**src/rtl/quiz_round_ctrl_pkg.sv**
```systemverilog
// quiz_round_ctrl_pkg: state codes, player constants and arbitration helpers for the quiz responder
package quiz_round_ctrl_pkg;

    typedef enum logic [2:0] {
        ST_IDLE    = 3'd0,
        ST_ARMED   = 3'd1,
        ST_LOCKED  = 3'd2,
        ST_TIMEOUT = 3'd3,
        ST_FOUL    = 3'd4
    } state_e;

    localparam logic [1:0] PLAYER1      = 2'd0;
    localparam logic [7:0] DEF_ANS_TIME = 8'h30;

    function automatic logic [7:0] sanitize_time(input logic [7:0] t, input logic [7:0] def);
        return (t[7:4] > 4'd9 || t[3:0] > 4'd9 || t == 8'h00) ? def : t;
    endfunction

    // Scanning downwards lets the requester closest at-or-after ptr overwrite the others.
    function automatic logic [1:0] rr_pick(input logic [3:0] req, input logic [1:0] ptr);
        logic [1:0] w;
        w = ptr;
        for (int i = 3; i >= 0; i--)
            if (req[ptr + 2'(i)]) w = ptr + 2'(i);
        return w;
    endfunction

endpackage

```
**src/rtl/quiz_round_ctrl_bcd_down_timer.sv**
```systemverilog
// quiz_round_ctrl_bcd_down_timer: 1 Hz prescaler driving a 2-digit BCD countdown that stops at 00
module quiz_round_ctrl_bcd_down_timer #(
    parameter int TICK_DIV = 50_000_000
) (
    input  logic       clk_i,
    input  logic       rst_i,
    input  logic       clr_i,
    input  logic       load_i,
    input  logic [7:0] value_i,
    input  logic       run_i,
    output logic       zero_o,
    output logic [3:0] tens_o,
    output logic [3:0] units_o
);

    localparam int CW = (TICK_DIV > 1) ? $clog2(TICK_DIV) : 1;

    logic [CW-1:0] cnt_q, cnt_d;
    logic [3:0]    h_q, h_d, l_q, l_d;
    logic          tick;

    assign tick    = cnt_q == CW'(TICK_DIV - 1);
    assign zero_o  = {h_q, l_q} == 8'h00;
    assign tens_o  = h_q;
    assign units_o = l_q;

    always_comb begin
        cnt_d = cnt_q;
        h_d   = h_q;
        l_d   = l_q;
        if (clr_i) begin
            cnt_d = '0;
            h_d   = 4'd0;
            l_d   = 4'd0;
        end else if (load_i) begin
            cnt_d = '0;
            h_d   = value_i[7:4];
            l_d   = value_i[3:0];
        end else if (run_i && !zero_o) begin
            cnt_d = tick ? '0 : cnt_q + 1'b1;
            l_d   = tick ? ((l_q == 4'd0) ? 4'd9 : l_q - 4'd1) : l_q;
            h_d   = (tick && l_q == 4'd0) ? h_q - 4'd1 : h_q;
        end
    end

    always_ff @(posedge clk_i or posedge rst_i) begin
        if (rst_i) begin
            cnt_q <= '0;
            h_q   <= 4'd0;
            l_q   <= 4'd0;
        end else begin
            cnt_q <= cnt_d;
            h_q   <= h_d;
            l_q   <= l_d;
        end
    end

endmodule

```
**src/rtl/quiz_round_ctrl.sv**
```systemverilog
// quiz_round_ctrl: 4-player quiz round sequencer with round-robin first-press arbiter,
// foul detection, BCD answer countdown and retriggerable buzzer pulse
module quiz_round_ctrl
    import quiz_round_ctrl_pkg::*;
#(
    parameter int         TICK_DIV    = 50_000_000,
    parameter logic [7:0] DEF_TIME    = DEF_ANS_TIME,
    parameter int         BUZZ_CYCLES = 25_000_000
) (
    input  logic       CLK,
    input  logic       RST,
    input  logic [3:0] Key_In,
    input  logic       Host_Arm,
    input  logic       Host_Clear,
    input  logic [7:0] Ans_Time,
    output logic [3:0] LED_Out,
    output logic [3:0] Player_Number,
    output logic [3:0] TimerH,
    output logic [3:0] TimerL,
    output logic       Timer_Run,
    output logic       Block_Sel,
    output logic       Buzzer_Enable,
    output logic       Time_Over,
    output logic       Foul,
    output logic [2:0] State
);

    localparam int BW = (BUZZ_CYCLES > 1) ? $clog2(BUZZ_CYCLES) : 1;

    state_e        state_q, state_d;
    logic [3:0]    key_q, kedge_q;
    logic          arm_q, arm_e_q, clr_q, clr_e_q;
    logic [1:0]    win_q, win_d, ptr_q, ptr_d;
    logic          bon_q, bon_d;
    logic [BW-1:0] bcnt_q, bcnt_d;
    logic          load, buzz_trig, tzero, held, buzz_last;

    quiz_round_ctrl_bcd_down_timer #(.TICK_DIV(TICK_DIV)) u_timer (
        .clk_i   (CLK),
        .rst_i   (RST),
        .clr_i   (clr_e_q),
        .load_i  (load),
        .value_i (sanitize_time(Ans_Time, DEF_TIME)),
        .run_i   (state_q == ST_LOCKED),
        .zero_o  (tzero),
        .tens_o  (TimerH),
        .units_o (TimerL)
    );

    // Host_Clear outranks every other event, including a same-cycle key edge or tick.
    always_comb begin
        state_d   = state_q;
        win_d     = win_q;
        ptr_d     = ptr_q;
        load      = 1'b0;
        buzz_trig = 1'b0;
        if (clr_e_q) begin
            state_d = ST_IDLE;
        end else begin
            case (state_q)
                ST_IDLE: begin
                    if (|kedge_q) begin
                        state_d   = ST_FOUL;
                        win_d     = rr_pick(kedge_q, PLAYER1);
                        buzz_trig = 1'b1;
                    end else if (arm_e_q) begin
                        state_d = ST_ARMED;
                        load    = 1'b1;
                    end
                end
                ST_ARMED: begin
                    if (|kedge_q) begin
                        state_d   = ST_LOCKED;
                        win_d     = rr_pick(kedge_q, ptr_q);
                        ptr_d     = win_d + 2'd1;
                        buzz_trig = 1'b1;
                    end
                end
                ST_LOCKED: begin
                    if (tzero) begin
                        state_d   = ST_TIMEOUT;
                        buzz_trig = 1'b1;
                    end
                end
                default: ;
            endcase
        end
    end

    // A retrigger restarts the count while the enable stays high, so no gap appears.
    assign buzz_last = bcnt_q == BW'(BUZZ_CYCLES - 1);
    assign bon_d     = !clr_e_q && (buzz_trig || (bon_q && !buzz_last));
    assign bcnt_d    = (clr_e_q || buzz_trig || !bon_q || buzz_last) ? '0 : bcnt_q + 1'b1;

    always_ff @(posedge CLK or posedge RST) begin
        if (RST) begin
            state_q <= ST_IDLE;
            key_q   <= 4'd0;
            kedge_q <= 4'd0;
            arm_q   <= 1'b0;
            arm_e_q <= 1'b0;
            clr_q   <= 1'b0;
            clr_e_q <= 1'b0;
            win_q   <= 2'd0;
            ptr_q   <= PLAYER1;
            bon_q   <= 1'b0;
            bcnt_q  <= '0;
        end else begin
            state_q <= state_d;
            key_q   <= Key_In;
            kedge_q <= Key_In & ~key_q;
            arm_q   <= Host_Arm;
            arm_e_q <= Host_Arm & ~arm_q;
            clr_q   <= Host_Clear;
            clr_e_q <= Host_Clear & ~clr_q;
            win_q   <= win_d;
            ptr_q   <= ptr_d;
            bon_q   <= bon_d;
            bcnt_q  <= bcnt_d;
        end
    end

    assign held          = state_q inside {ST_LOCKED, ST_TIMEOUT, ST_FOUL};
    assign LED_Out       = held ? (4'b0001 << win_q) : 4'd0;
    assign Player_Number = held ? {2'b00, win_q} + 4'd1 : 4'd0;
    assign Timer_Run     = state_q == ST_LOCKED;
    assign Block_Sel     = state_q inside {ST_LOCKED, ST_TIMEOUT};
    assign Time_Over     = state_q == ST_TIMEOUT;
    assign Foul          = state_q == ST_FOUL;
    assign Buzzer_Enable = bon_q;
    assign State         = state_q;

endmodule

```
**config.mk**
```make
export PLATFORM = sky130hd
export DESIGN_NAME = quiz_round_ctrl
export DESIGN_NICKNAME = d
export VERILOG_FILES = /design/src/rtl/quiz_round_ctrl_pkg.sv /design/src/rtl/quiz_round_ctrl_bcd_down_timer.sv /design/src/rtl/quiz_round_ctrl.sv
export SDC_FILE = /design/constraint.sdc
export NUM_CORES = 1
export LEC_CHECK = 0
export ABC_AREA = 0
export BUFFER_PORTS_ARGS = -buffer_cell sky130_fd_sc_hd__buf_2
export CAP_MARGIN = 25
export CORE_MARGIN = 3
export CORE_UTILIZATION = 40
export CTS_CLUSTER_DIAMETER = 50
export CTS_CLUSTER_SIZE = 12
export DETAILED_ROUTE_END_ITERATION = 16
export GPL_TIMING_DRIVEN = 0
export SLEW_MARGIN = 0
export SYNTH_ARGS = -nofsm -noshare
export SYNTH_HDL_FRONTEND = slang
export SYNTH_HIERARCHICAL = 1
export SYNTH_SLANG_ARGS = --single-unit
```
**constraint.sdc**
```tcl
create_clock -name CLK -period 2.61 [get_ports CLK]
set_input_delay 0.1305 -clock CLK [delete_from_list [all_inputs] [get_ports CLK]]
set_output_delay 0.1305 -clock CLK [all_outputs]
set_load 0.005 [all_outputs]
```
==> results by group, run 1 <==
Route
  • DRT iter0 DRCs: 206
  • Met3 wire len: 495 um
  • Post-route ant nets: 0
  • Top sig layer: met4
  • Met2 WL post-DR: 5250 um
  • DR pass1 iterations: 4
  • Via Count: 4016
  • Vias per cell: 5.75
  • WL per Instance: 15.8 um
  • Drc violations: 0
  • Total length of routed wires: 11000 um
  • M1 WL: 5080 um

Worst setup path
  • Levels on crit path: 8
  • CP Capture Point: bcnt_q[5]
  • CP arrival: 2.66 ns
  • Worst path required time: 2.83 ns
  • CP startpoint kind: flip-flop
  • Worst setup path class: reg2reg
  • Crit path from: u_timer/units_o[0]
  • RR Endpoint: bcnt_q[5]
  • Critical path buffer and inverter count: 2
  • Worst-path fanout max: 10
  • R2R Setup Slk: 0.18 ns
  • CP cell instances: or4_1 > clkbuf_1 > nor2_1 > nand2_1 > o22a_1 > nor2_4 > clkbuf_2 > nor3_1
  • Delay-heaviest family, CP: simple AND/OR/NAND/NOR gates
  • Worst Setup End Kind: flip-flop
  • Largest stage delay on the critical path: 0.55 ns
  • R2r startpoint: u_timer/units_o[0]
  • Critical-path top delay cell: or4_1
  • Reg2Reg Depth: 8

GRT
  • Vias in the first global route: 3985
  • Initial antenna violation count: 0
  • Largest net degree at the start of global routing: 24
  • GRT Overall Usage: 0.181
  • First-pass GRT wire length: 19100 um
  • GR Overflow Total: 0

Clock tree
  • CTS Buf Count: 9
  • H-Tree Depth: 3
  • Clock transition at the registers of the reported paths: 0.06 ns
  • CTS tree: yes
  • Clock Path Buffers: 2
  • Worst skew pair latency: 0.35 ns
  • Clock sink count: 79
  • Setup bufs post-CTS: 0
  • Root buf cell: clkbuf_16

Layout
  • Share of layout cells above drive strength 1: 0.172
  • Synth-to-layout area growth: 18.0%
  • Final Cell Area: 5400 um^2
  • Nets: 578
  • # diodes: 0

Yosys
  • Syn avg cell area: 9.23 um^2
  • Post-Syn Instances: 496
  • Mapped cell area: 4580 um^2
  • Synth warnings: 6
  • Sequential area share after synthesis: 0.432
  • Synth area leader: dfrtp_1
  • Async SR Flop Fraction: 1.00
  • Synth Register Bits: 79
  • Synth cell types: 65
  • Syn Nets: 519
  • Main synth FF type: dfrtp_1
  • Synth area leaders: dfrtp_1 43%, xor2_1 3.8%, nor2_1 3.2%
  • Post-synth EDFFs: 0
  • Synth top area share: 0.432

Die
  • Core box area: 11000 um^2
  • Row count: 38
  • Die Ht: 113 um
  • I/O pin total: 40
  • Die area: 12800 um^2
  • Initial Util: 0.415
  • Die Span X: 113 um

Timing
  • Setup Viol. Count Final: 0
  • RSZ-0062 raised after global routing: false
  • Setup TNS Final: 0 ns
  • Skew final: 0.0126 ns
  • Max transition margin: 0.468
  • Tcrit/Tclk final: 0.932
  • Hold Vio Cnt, Final: 0
  • Post-layout min period: 2.43 ns
  • Slew Viols, Final: 0
  • Max Freq: 411 MHz
  • Hold WS: 0.179 ns
  • Worst-margin pin slew: 0.795 ns
  • Final worst setup slack: 0.178 ns

Status
  • Status: finished, final reports clean

Place
  • # port buffers: 38
  • Dpl ws: -0.387 ns
  • Hpwl dp: 7760 um
  • DP Area: 5000 um^2
  • Final GP Congestion: 0.835

Flow run
  • Max-cap violations: 0

Hold path
  • Hold crit path type: in2reg

Power
  • VDD IR max: 435 uV
  • Static leakage: 2.21 nW
  • Tot Pwr: 3.41 mW
  • P per Cell Area: 632 nW/um^2
[sequential cells by signal, indices dropped and copies added, names as in the netlist]
register,cells
bcnt_q,25
u_timer/tens_o,4
clr_e_q,1
arm_e_q,1
kedge_q,4
key_q,4
ptr_q,2
clr_q,1
u_timer/cnt_q,26
u_timer/units_o,4
State,3
arm_q,1
Buzzer_Enable,1
win_q,2
[stage by stage]
step                 util  cells
CTS                 0.488    699
finish              0.490    699
global route        0.490    699
detailed placement  0.453    677
floorplan               -    496
global placement    0.448    674
[layer usage]
metal / global-route usage / up-vias
met5: 0 / -
met3: 0.0401 / 20
met1: 0.236 / 1939
met2: 0.294 / 95
met4: 0.0689 / 0
li1: - / 1962
[where the power goes]
part | internal (mW) | switching, mW | total (mW)
clock network | 0.742 | 0.524 | 1.27
logic | 0.319 | 0.419 | 0.738
registers | 1.31 | 0.105 | 1.41
[cell families (layout without fill, tap and decap cells)]
family	count (synthesis)	in the layout	share of synthesized area
XOR/XNOR	32	32	0.0612
multiplexers	5	5	0.0117
buffers and inverters	43	106	0.0396
adder cells (fa/ha/maj)	7	7	0.0191
other	1	1	0.000819
AND/OR/NAND/NOR	233	233	0.291
flip-flops	79	79	0.432
AO/OA/AOI/OAI	96	96	0.145
[cells in the mapped netlist (5+ instances only)]
| library cell | number |
|---|---|
| o21ai_0 | 15 |
| clkbuf_1 | 16 |
| a21oi_1 | 20 |
| inv_1 | 15 |
| or4_1 | 12 |
| o31ai_1 | 6 |
| and4_1 | 7 |
| ha_1 | 7 |
| or3_1 | 6 |
| nor4_1 | 12 |
| nor2b_1 | 17 |
| buf_2 | 7 |
| nor2_1 | 39 |
| nand3_1 | 23 |
| nand2_1 | 28 |
| o2111ai_1 | 5 |
| a31oi_1 | 5 |
| xor2_1 | 20 |
| and3_1 | 10 |
| nand4_1 | 17 |
| dfrtp_1 | 79 |
| a211oi_1 | 14 |
| o211ai_1 | 6 |
| nand2b_1 | 7 |
| xnor2_1 | 12 |
| nor3_1 | 22 |
| and2_1 | 12 |
[timing repair]
action,CTS,global route
endpoints found under the hold margin,44,0
endpoints found under the setup margin,38,34
resized for setup,6,6
hold buffers,7,0
[how the worst min path moves through the flow]
stage / startpoint / end / slack, ns / cells after the start
after floorplan: Host_Arm / arm_q / 0.16 / 0
after global placement: Key_In[0] / key_q[0] / 0.25 / 1
after detailed placement: RST / win_q[0] / 0.20 / 2
final: Ans_Time[5] / u_timer/tens_o[1] / 0.18 / 4
after CTS: Ans_Time[5] / u_timer/tens_o[1] / 0.17 / 4
after global routing: Ans_Time[6] / u_timer/tens_o[2] / 0.22 / 4
[worst reg2reg max path: cells and delay by family, from the launching register on]
| kind | cells | cell delay [ns] |
|---|---|---|
| and+or+nand+nor | 5 | 1.13 |
| buffers and inverters | 2 | 0.51 |
| DFF | 1 | 0.45 |
| AOI/OAI and AO/OA | 1 | 0.23 |
[final cells by class]
| type | instances | area (um^2) |
|---|---|---|
| repair buffers | 49 | 318 |
| clock buffers | 9 | 225 |
| well taps | 140 | 175 |
| clock inverters | 6 | 68.8 |
| fillers | 1049 | 5630 |
| inverters | 16 | 63.8 |
| plain buffers | 26 | 123 |
| flip-flops and latches | 79 | 1980 |
| multi-input cells | 374 | 2450 |
[cell usage in the layout, fill, tap and decap left out, types with 17 or more instances in the layout]
cell type / n
nor3_1: 22
nor2_1: 38
a21oi_1: 20
nand2_1: 28
dfrtp_1: 79
nor2b_1: 17
buf_2: 46
xor2_1: 20
nand3_1: 23
nand4_1: 17
Note: power is estimated with default switching activity, not from simulation.
==> inputs of run 2 (changes only) <==
--- a/config.mk
+++ b/config.mk
@@ -6,14 +6,18 @@
 export NUM_CORES = 1
 export LEC_CHECK = 0
 export ABC_AREA = 0
+export ABC_CLOCK_PERIOD_IN_PS = 2610
 export BUFFER_PORTS_ARGS = -buffer_cell sky130_fd_sc_hd__buf_2
-export CAP_MARGIN = 25
+export CAP_MARGIN = 5
+export CELL_PAD_IN_SITES_DETAIL_PLACEMENT = 0
+export CELL_PAD_IN_SITES_GLOBAL_PLACEMENT = 1
 export CORE_MARGIN = 3
 export CORE_UTILIZATION = 40
 export CTS_CLUSTER_DIAMETER = 50
 export CTS_CLUSTER_SIZE = 12
 export DETAILED_ROUTE_END_ITERATION = 16
 export GPL_TIMING_DRIVEN = 0
+export PLACE_DENSITY_LB_ADDON = 0.1
 export SLEW_MARGIN = 0
 export SYNTH_ARGS = -nofsm -noshare
 export SYNTH_HDL_FRONTEND = slang
==> run 2 against run 1 <==
  * Critical path depth stayed put
  * Clock power is 9% higher
  * Worst setup slack better by 0.0096 ns
  * Wire length is 0.19% lower
  * Final cell count is 0.14% higher
==> results by group, run 2 (synthesized netlist as in run 1, its figures left out) <==
Layout
  • Commonest non-fill, non-tap cell in the layout: dfrtp_1
  • Largest Register: u_timer/cnt_q
  • Max reg flops: 26
  • Layout fillers: 1069
  • Share of layout cells above drive strength 1: 0.173
  • Reg area: 1980 um^2
  • Multi-input logic area: 2460 um^2
  • Synth-to-layout area growth: 19.2%
  • Final Cell Area: 5460 um^2
  • # diodes: 0
  • Top Registers: u_timer/cnt_q (26), bcnt_q (25)
  • Nets: 578
  • Commonest non-fill, non-tap cells in the layout: 79 x dfrtp_1, 45 x buf_2, 38 x nor2_1

Die
  • Initial Util: 0.415
  • Row count: 38
  • I/O pin total: 40
  • Die Ht: 113 um
  • Die area: 12800 um^2
  • Die Span X: 113 um
  • Core box area: 11000 um^2

Power
  • P per Cell Area: 647 nW/um^2
  • VDD IR max: 696 uV
  • Static leakage: 2.24 nW
  • Tot Pwr: 3.53 mW

Timing
  • Hold Vio Cnt, Final: 0
  • Slew Viols, Final: 0
  • RSZ-0062 raised after global routing: false
  • Tcrit/Tclk final: 0.928
  • Worst-margin pin slew: 0.938 ns
  • Max Freq: 413 MHz
  • Final worst setup slack: 0.188 ns
  • Post-layout min period: 2.42 ns
  • Hold WS: 0.184 ns
  • Setup TNS Final: 0 ns
  • Skew final: 0.00703 ns
  • Max transition margin: 0.369
  • Setup Viol. Count Final: 0

GRT
  • Largest net degree at the start of global routing: 43
  • GRT Overall Usage: 0.179
  • First-pass GRT wire length: 18800 um
  • Initial antenna violation count: 0
  • Vias in the first global route: 3827
  • GR Overflow Total: 0

Status
  • Status: finished, final reports clean

Worst setup path
  • Worst setup path class: reg2reg
  • Worst Setup End Kind: flip-flop
  • Worst-path fanout max: 10
  • R2r startpoint: u_timer/units_o[0]
  • Reg2Reg Depth: 8
  • CP startpoint kind: flip-flop
  • Worst path required time: 2.82 ns
  • CP arrival: 2.63 ns
  • CP Capture Point: bcnt_q[3]
  • Crit path from: u_timer/units_o[0]
  • R2R Setup Slk: 0.19 ns
  • RR Endpoint: bcnt_q[3]

Route
  • Post-route ant nets: 0
  • Drc violations: 0
  • Via Count: 3951
  • Vias per cell: 5.64
  • Total length of routed wires: 11000 um
  • WL per Instance: 15.7 um
  • DRT iter0 DRCs: 175
  • DR pass1 iterations: 4

Place
  • Dpl ws: -0.428 ns
  • Final GP Congestion: 0.795
  • # port buffers: 38
  • Hpwl dp: 7800 um
  • DP Area: 4990 um^2

Clock tree
  • Clock transition at the registers of the reported paths: 0.06 ns
  • Clock Path Buffers: 2
  • CTS Buf Count: 9
  • Root buf cell: clkbuf_16
  • H-Tree Depth: 3
  • CTS tree: yes
  • Clock sink count: 79
  • Worst skew pair latency: 0.34 ns

Flow run
  • Max-cap violations: 0

Hold path
  • Hold crit path type: in2reg
-- run 2: changes by cell type in the layout (fill, tap and decap cells not counted), sizes merged --
cell,previous run,this run
buf,52,53
inv,17,15
clkinvlp,2,3
clkinv,2,1
clkbuf,25,26
bufinv,1,2
-- run 2: layout make-up --
class | instances | share of cell area
plain buffers | 26 | 0.0225
inverters | 16 | 0.0117
well taps | 140 | 0.0321
clock inverters | 5 | 0.0147
repair buffers | 49 | 0.0592
clock buffers | 11 | 0.0463
flip-flops and latches | 79 | 0.362
multi-input cells | 374 | 0.451
-- run 2: report_power, final --
group / switching, mW / internal (mW) / total [mW]
registers: 0.103 / 1.31 / 1.41
clock network: 0.501 / 0.888 / 1.39
logic: 0.412 / 0.322 / 0.734
total: 1.02 / 2.52 / 3.53
-- run 2: timing repair --
action	in CTS	in global routing
hold buffers	7	0
gates resized for setup	7	6
pin swaps	0	1
endpoints found under the hold margin	63	0
endpoints found under the setup margin	39	37
buffers inserted	0	2
-- run 2: worst min-delay path by stage --
| stage | start | to | slack [ns] | depth (start not counted) |
|---|---|---|---|---|
| after floorplan | Host_Arm | arm_q | 0.16 | 0 |
| after global placement | Key_In[1] | key_q[1] | 0.25 | 1 |
| after detailed placement | RST | win_q[1] | 0.02 | 2 |
| after CTS | Ans_Time[6] | u_timer/tens_o[2] | 0.18 | 4 |
| after global routing | Ans_Time[4] | u_timer/tens_o[0] | 0.21 | 4 |
| final | Ans_Time[6] | u_timer/tens_o[2] | 0.18 | 4 |
-- run 2: worst max-delay path, stage by stage (launching register included) --
cell and delay, ns:
dfrtp_1 0.44, or4_1 0.53, clkbuf_1 0.19, nor2_1 0.19
nand2_1 0.09, o22a_1 0.23, nor2_4 0.20, clkbuf_2 0.31
nor3_1 0.11
-- run 2: metrics by stage --
step | utilization | std cells
2_1_floorplan | - | 496
3_3_place_gp | 0.448 | 674
3_5_place_dp | 0.453 | 676
4_1_cts | 0.492 | 699
5_1_grt | 0.495 | 700
6_report | 0.495 | 700
-- run 2: metal layers --
layer	global-route usage	part of all wire
met5	0	0
met1	0.236	0.47
met3	0.0332	0.027
met4	0.0497	0.010
met2	0.302	0.49
==> inputs of run 3 (changes only) <==
--- a/config.mk
+++ b/config.mk
@@ -21,5 +21,4 @@
 export SLEW_MARGIN = 0
 export SYNTH_ARGS = -nofsm -noshare
 export SYNTH_HDL_FRONTEND = slang
-export SYNTH_HIERARCHICAL = 1
 export SYNTH_SLANG_ARGS = --single-unit
==> run 3 against run 2 <==
  * Combinational power decreased by 10%
  * Critical path type unchanged
  * Highest routed layer unchanged
  * Clock skew up 0.0049 ns
  * Total power down 14%
==> results by group, run 3 <==
Yosys
  • Post-Syn Instances: 451
  • Synth Register Bits: 79
  • Post-Synth Adder-Cell Area: 0.0257
  • Post-Synth XOR/XNOR Area: 0.0921
  • Largest family of logic cells by synthesized area: simple AND/OR/NAND/NOR gates
  • Compound-cell area share of the yosys netlist: 0.114
  • Synth area leaders: dfrtp_1 45%, xnor2_1 6.0%, nor2_1 5.8%
  • Syn Nets: 476
  • Sequential area share after synthesis: 0.452
  • Async SR Flop Fraction: 1.00
  • Mapped cell area: 4370 um^2
  • Most numerous cell in the Yosys netlist: dfrtp_1
  • Syn avg cell area: 9.70 um^2
  • Synth area leader: dfrtp_1
  • Proportion of synthesized area in mux cells: 0.0220
  • Post-synth EDFFs: 0
  • Synth top area share: 0.452
  • Synth cell count leaders: 79 x dfrtp_1, 68 x nor2_1, 30 x nand2_1, 30 x xnor2_1, 18 x inv_1
  • Main synth FF type: dfrtp_1
  • Synth cell types: 61
  • Synth warnings: 0
  • Simple-gate portion of the synthesized area: 0.253

Power
  • P per Cell Area: 599 nW/um^2
  • Static leakage: 2.11 nW
  • VDD IR max: 445 uV

Worst setup path
  • RR Endpoint: u_timer.tens_o[1]
  • Reg2Reg Depth: 7
  • R2R Setup Slk: 0.20 ns
  • CP startpoint kind: flip-flop
  • CP Capture Point: u_timer.tens_o[1]
  • Worst Setup End Kind: flip-flop
  • Crit path from: u_timer.units_o[0]
  • CP arrival: 2.69 ns
  • Worst-path fanout max: 6
  • Worst path required time: 2.89 ns
  • R2r startpoint: u_timer.units_o[0]
  • Worst setup path class: reg2reg

Layout
  • Layout fillers: 1035
  • Final Cell Area: 5050 um^2
  • Largest Register: u_timer.cnt_q
  • Reg area: 1980 um^2
  • Commonest non-fill, non-tap cell in the layout: dfrtp_1
  • Share of layout cells above drive strength 1: 0.187
  • Multi-input logic area: 2220 um^2
  • Max reg flops: 26
  • Top Registers: u_timer.cnt_q (26), bcnt_q (25)
  • Nets: 534
  • Commonest non-fill, non-tap cells in the layout: 79 x dfrtp_1, 68 x nor2_1, 47 x buf_2
  • # diodes: 0
  • Synth-to-layout area growth: 15.4%

GRT
  • GRT Overall Usage: 0.169
  • Initial antenna violation count: 0
  • GR Overflow Total: 0
  • First-pass GRT wire length: 17000 um
  • Vias in the first global route: 3382
  • Largest net degree at the start of global routing: 67
  • Met2 Resource Use GR: 0.259
  • Grt met1 use: 0.236
  • Most Used Layer, Global Route: met2
  • Met3 Track Usage GR: 0.0460

Clock tree
  • Setup bufs post-CTS: 0
  • Post-CTS Resized: 0
  • Clock transition at the registers of the reported paths: 0.09 ns
  • Clock Path Buffers: 2
  • H-Tree Depth: 3
  • Worst skew pair latency: 0.37 ns
  • CTS tree: yes
  • CTS Buf Count: 9
  • Root buf cell: clkbuf_8
  • Clock sink count: 79

Die
  • Die Span X: 111 um
  • Initial Util: 0.418
  • Die area: 12200 um^2
  • Die Ht: 111 um
  • Row count: 37
  • I/O pin total: 40
  • Core box area: 10500 um^2

Route
  • Total length of routed wires: 9720 um
  • WL per Instance: 15.0 um
  • DR pass1 iterations: 4
  • Drc violations: 0
  • Via Count: 3432
  • DRT iter0 DRCs: 180
  • Post-route ant nets: 0
  • Vias per cell: 5.28

Timing
  • Max Freq: 415 MHz
  • Skew final: 0.0119 ns
  • Worst-margin pin slew: 1.11 ns
  • RSZ-0062 raised after global routing: false
  • Final worst setup slack: 0.202 ns
  • Tcrit/Tclk final: 0.923
  • Hold Vio Cnt, Final: 0
  • Hold WS: 0.0421 ns
  • Slew Viols, Final: 0
  • Post-layout min period: 2.41 ns
  • Max transition margin: 0.253
  • Setup Viol. Count Final: 0

Place
  • Final GP Congestion: 0.794
  • # port buffers: 38
  • DP Area: 4760 um^2
  • Hpwl dp: 6840 um
  • Dpl ws: 0.199 ns

Hold path
  • Hold crit path type: in2reg

Status
  • Status: finished, final reports clean

Flow run
  • Max-cap violations: 0
## run 3: worst max-delay path, cell delays in order, from the launching register on
cell and delay [ns]:
dfrtp_1 0.42, inv_1 0.13, ha_1 0.19, or3b_1 0.34
buf_2 0.18, nor4_4 0.46, mux2_2 0.39, a211oi_1 0.23
## run 3: per-layer routing
metal  vias to the layer above  part of all wire
met5                         -                 0
met2                        48              0.46
li1                       1706                 -
met3                        13             0.037
met4                         0             0.014
met1                      1665              0.49
## run 3: cell families (layout without fill, tap and decap cells)
group                    count (synthesis)  after routing
AND/OR/NAND/NOR                        201            201
flip-flops                              79             79
AO/OA/AOI/OAI                           69             69
XOR/XNOR                                46             46
buffers and inverters                   37            100
adder cells (fa/ha/maj)                  9              9
multiplexers                             9              9
other                                    1              1
## run 3: where the power goes
part / switching (mW) / total, mW / internal [mW]
logic: 0.355 / 0.659 / 0.305
clock network: 0.489 / 0.960 / 0.471
registers: 0.0980 / 1.41 / 1.31
total: 0.941 / 3.02 / 2.08
## run 3: timing repair
action	CTS	global route
endpoints found under the setup margin	0	0
endpoints found under the hold margin	25	0
hold buffers	8	0
## run 3: final cells by class
| class | count | share of cell area |
|---|---|---|
| multi-input combinational | 335 | 0.440 |
| sequential | 79 | 0.391 |
| timing repair buffer | 47 | 0.0590 |
| tap | 136 | 0.0337 |
| clock buffer | 10 | 0.0273 |
| buffer | 19 | 0.0216 |
| inverter | 18 | 0.0139 |
| clock inverter | 6 | 0.0134 |
## run 3: how the worst min path moves through the flow
stage | start | to | slack, ns | cells past startpoint
2_1_floorplan | Host_Arm | arm_q | 0.16 | 0
3_3_place_gp | Key_In[2] | key_q[2] | 0.25 | 1
3_5_place_dp | RST | bcnt_q[10] | 0.07 | 2
4_1_cts | Ans_Time[7] | u_timer.tens_o[3] | 0.02 | 3
5_1_grt | Ans_Time[6] | u_timer.tens_o[2] | 0.02 | 3
6_report | Ans_Time[7] | u_timer.tens_o[3] | 0.04 | 3
## run 3: stage by stage
stage | power (mW) | util | setup TNS, ns | instances
2_1_floorplan | 1.86 | - | 0 | 451
3_3_place_gp | 2.08 | 0.453 | -47.34 | 625
3_5_place_dp | 2.09 | 0.455 | 0 | 626
4_1_cts | 3.08 | 0.483 | 0 | 650
5_1_grt | 3.23 | 0.483 | 0 | 650
6_report | 3.02 | 0.483 | 0 | 650
